`config.mk`:
```
export PLATFORM = sky130hd
export DESIGN_NAME = audio_seq_player
export DESIGN_NICKNAME = d
export VERILOG_FILES = /design/src/rtl/audio_seq_player.sv
export SDC_FILE = /design/constraint.sdc
export NUM_CORES = 1
export LEC_CHECK = 0
export CAP_MARGIN = 20
export CORE_MARGIN = 2
export CORE_UTILIZATION = 40
export DETAILED_ROUTE_END_ITERATION = 8
export GPL_ROUTABILITY_DRIVEN = 0
export SYNTH_ARGS = -nofsm -noshare
export SYNTH_HDL_FRONTEND = slang
export SYNTH_SLANG_ARGS = --single-unit
export TNS_END_PERCENT = 50
```
`constraint.sdc`:
```
create_clock -name Clk -period 3.4 [get_ports Clk]
set_input_delay 0.68 -clock Clk [delete_from_list [all_inputs] [get_ports Clk]]
set_output_delay 0.68 -clock Clk [all_outputs]
set_load 0.03 [all_outputs]
```
`src/rtl/audio_seq_player.sv`:
```
// Sample-address sequencer: waits for codec init, then walks start..end one address per slot.
// Optional clip looping is enabled by defining AUDIO_SEQ_LOOP_EN.
module audio_seq_player #(
    parameter int ADDR_W     = 17,
    parameter int DIV_W      = 16,
    parameter int SAMPLE_DIV = 128
) (
    input  logic              Clk,
    input  logic              Reset,
    input  logic              INIT_FINISH,
    output logic              INIT,
    input  logic              data_over,
    input  logic              play,
    input  logic              stop,
    input  logic              loop,
    input  logic [ADDR_W-1:0] start_addr,
    input  logic [ADDR_W-1:0] end_addr,
    output logic [ADDR_W-1:0] Add,
    output logic              sample_req,
    output logic              busy,
    output logic              done,
    output logic              err
);

    typedef enum logic [1:0] {WAIT_INIT, IDLE, RUN} state_t;

    localparam logic [DIV_W-1:0] CNT_LAST = DIV_W'(SAMPLE_DIV - 1);

    state_t            state_q;
    logic [DIV_W-1:0]  cnt_q;
    logic [ADDR_W-1:0] add_q, start_q, end_q;
    logic              init_q, busy_q, req_q, done_q, err_q;
    logic              loop_eff;
    logic              tick;

`ifdef AUDIO_SEQ_LOOP_EN
    assign loop_eff = loop;
`else
    logic unused_loop;
    assign unused_loop = loop;
    assign loop_eff    = 1'b0;
`endif

    // A slot ends every SAMPLE_DIV cycles; it only advances if the codec is ready.
    assign tick = (cnt_q == CNT_LAST) && data_over;

    always_ff @(posedge Clk) begin
        if (Reset) begin
            state_q <= WAIT_INIT;
            cnt_q   <= '0;
            add_q   <= '0;
            start_q <= '0;
            end_q   <= '0;
            init_q  <= 1'b1;
            busy_q  <= 1'b0;
            req_q   <= 1'b0;
            done_q  <= 1'b0;
            err_q   <= 1'b0;
        end else begin
            req_q  <= 1'b0;
            done_q <= 1'b0;
            err_q  <= 1'b0;
            case (state_q)
                WAIT_INIT: begin
                    if (INIT_FINISH) begin
                        state_q <= IDLE;
                        init_q  <= 1'b0;
                    end
                end
                IDLE: begin
                    if (play) begin
                        if (start_addr <= end_addr) begin
                            start_q <= start_addr;
                            end_q   <= end_addr;
                            add_q   <= start_addr;
                            cnt_q   <= '0;
                            state_q <= RUN;
                            busy_q  <= 1'b1;
                        end else begin
                            err_q <= 1'b1;
                        end
                    end
                end
                RUN: begin
                    if (stop) begin
                        // Abort wins over a coincident tick: no advance, no done.
                        state_q <= IDLE;
                        busy_q  <= 1'b0;
                        cnt_q   <= '0;
                    end else begin
                        cnt_q <= (cnt_q == CNT_LAST) ? '0 : cnt_q + DIV_W'(1);
                        if (tick) begin
                            if (add_q != end_q) begin
                                add_q <= add_q + ADDR_W'(1);
                                req_q <= 1'b1;
                            end else if (loop_eff) begin
                                add_q <= start_q;
                                req_q <= 1'b1;
                            end else begin
                                done_q  <= 1'b1;
                                state_q <= IDLE;
                                busy_q  <= 1'b0;
                            end
                        end
                    end
                end
                default: begin
                    state_q <= WAIT_INIT;
                    init_q  <= 1'b1;
                    busy_q  <= 1'b0;
                end
            endcase
        end
    end

    assign INIT       = init_q;
    assign Add        = add_q;
    assign sample_req = req_q;
    assign busy       = busy_q;
    assign done       = done_q;
    assign err        = err_q;

endmodule

```
==> results.toml <==
[power_and_ir_drop]
fin_total_pwr_uw = 2580
power.leakage_uw = 0.00170
power_density_nw_per_um2 = 567
vdd_drop_max_mv = 0.327

[status]
status = "finished clean"

[synthesis]
synth_flop_cell = "dfxtp_1"
syn_avg_cell_area_um2 = 8.20
synth_seq_area_share_pct = 32.3
synth_top_family_by_area = "simple AND/OR/NAND/NOR gates"
synth_nets = 494
synth-simple-area-share_pct = 23.3
synthAdderAreaFrac_pct = 7.79
ys_types = 60
yosysMostFrequentCell = "dfxtp_1"
yosysWarningCount = 0
synthMuxAreaShare_pct = 5.67
syn-cell-area_um2 = 3530
syn_inst = 431
ys_async_sr_fraction_pct = 0
synth_common_cells = "57 x dfxtp_1, 42 x nor2_1, 40 x a21oi_1"
synth_top_area_share_pct = 32.3
synth_top_area_cell = "dfxtp_1"
netlist_top_cells_area = "dfxtp_1 32%, ha_1 7.8%, a21oi_1 5.7%"
synth_edf_count = 0
yosys.area_share.xor_xnor_pct = 5.70
synth-compound-area-share_pct = 19.1
ys_ff_latch = 57

[critical_path]
timing.rr.start = "cnt_q[0]$_SDFFE_PP0P_"
reg2reg_slack_ns = 0.55
cp-end-kind = "flip-flop"
worstPathRequired_ns = 3.68
crit_fanout = 9
r2r_end = "Add[4]$_SDFFE_PP0P_"
path_class = "in2reg"
start_kind = "input pin"
cp.arrival_ns = 3.42
r2r_cells = 8

[final_layout]
fin_nets = 568
layout-drive-gt1-share_pct = 9.02
final_area_um2 = 4550
area_growth_pct = 28.7
fin_util_pct = 52.7
num_antenna_cells = 0

[global_routing]
grt_pass1_vias = 3297
grt_start_max_net_pins = 36
grt_first_pass_wirelength_um = 16800
grt_usage_pct = 22.1
antenna_found_initial = 0
overflow = 0

[floorplanning]
die_area_um2 = 9600
core_um2 = 8640
rows = 34
die_height_um = 98.0
dieWidth_um = 98.0
pin_count = 63
start_util_pct = 40.9

[placed_design]
hpwlAfterDp_um = 7860
place_area_um2 = 4360
portBuffers = 61

[clocking]
root_buffer = "clkbuf_8"
cts_resized = 0
cts_max_level = 3
cts_tree = "yes"
cts.sinks = 57
path_clk_slew_ns = 0.07
insertion_delay_ns = 0.35
postCtsSetupRepairBufs = 0
cts_buffers = 9
clockBufferDepth = 2
hold_buffers = 0

[worst_hold_path]
whs_endpoint = "busy$_SDFFE_PP0P_"
hold_depth = 2
hold_start = "busy$_SDFFE_PP0P_"
hold_path.class = "reg2reg"

[drt]
routed_via_density = 5.64
routedWlPerCell_um = 16.7
drc = 0
routed_wl_um = 10300
highest_layer = "met4"
ant_nets = 0
first_pass_iters = 5
route.met3.wl_um = 490
wl_met1_um = 5120
drt-initial-drc-count = 287
vias = 3483
wl_met2_um = 4540

[timing]
setup_viol = 0
rsz0062_at_grt = "no"
fmax_mhz = 319
slew-limit-headroom_pct = 49.9
min_period_over_period_pct = 92.3
worst_hold_slack_ns = 0.458
drv_slew = 0
hold_viol = 0
finClkSkew_ns = 0.00705
min_period_ns = 3.14
worst_pin_slew_ns = 0.744

[run]
drv_cap = 0
placed cells by master, fill, tap and decap left out, types with 8 or more instances in the layout:
master and count:
nor2_1 42, clkbuf_8 10, o21ai_0 8, o32ai_1 11
buf_4 19, nand4_1 11, a31oi_1 8, clkdlybuf4s50_1 61
a21oi_1 40, ha_1 22, nor2b_1 8, dfxtp_1 57
nand2_1 27, nand3_1 19, inv_1 33, mux2i_1 20
xnor2_1 20
report_power, final:
group	leakage (µW)	internal, µW	total, µW	switching [µW]
registers	0.000462	754	881	127
logic	0.00114	444	1050	609
clock network	0.0000974	357	645	288
total	0.00170	1560	2580	1020
final cells by class:
cell class                 count  area [µm²]
clock buffer                  13         149
tap                          108         135
sequential                    57        1140
timing repair buffer          81         773
inverter                      35         131
clock inverter                 3        40.0
fill                         845        4090
multi-input combinational    321        2180
routing by layer:
metal,GRT usage [%],vias up
li1,-,1707
met5,0,-
met4,7.80,0
met1,31.5,1670
met3,3.79,14
met2,33.6,92
cell families after synthesis:
family	after synthesis
simple gates	153
compound gates	103
flops	57
buf+inv	53
xor+xnor	23
fa+ha+maj	22
mux	20
critical path: stages:
cell and delay [ns]:
clkdlybuf4s50_1 0.49, inv_1 0.06, ha_1 0.28, and4_1 0.23
nor2b_1 0.14, o31ai_1 0.32, nand4_1 0.17, and2_1 0.29
buf_4 0.22, or4_1 0.39, a21oi_1 0.15
state kept, by name (all words and copies together), names as in the netlist:
signal / count
Add: 17
INIT: 1
end_q: 17
err: 1
state_q: 2
busy: 1
sample_req: 1
done: 1
cnt_q: 16
how the worst max path moves through the flow:
stage	slack, ns	start	cells past startpoint	to
finish	0.26	end_addr[4]	11	cnt_q[6]$_SDFFE_PP0P_
global route	0.08	end_addr[4]	11	cnt_q[6]$_SDFFE_PP0P_
CTS	0.28	end_addr[2]	11	cnt_q[6]$_SDFFE_PP0P_
detailed placement	-0.06	end_addr[4]	11	cnt_q[15]$_SDFFE_PP0P_
global placement	0.02	end_addr[4]	11	cnt_q[6]$_SDFFE_PP0P_
floorplan	0.60	end_addr[15]	11	Add[11]$_SDFFE_PP0P_
per-stage QoR:
step / instances / TNS (ns) / setup slack, ns
after floorplan: 431 / 0 / 0.597
after CTS: 618 / 0 / 0.283
final: 618 / 0 / 0.261
after global routing: 618 / 0 / 0.0809
after detailed placement: 602 / -0.777 / -0.0613
after global placement: 602 / 0 / 0.0241
(Power assumes the default switching activity.)
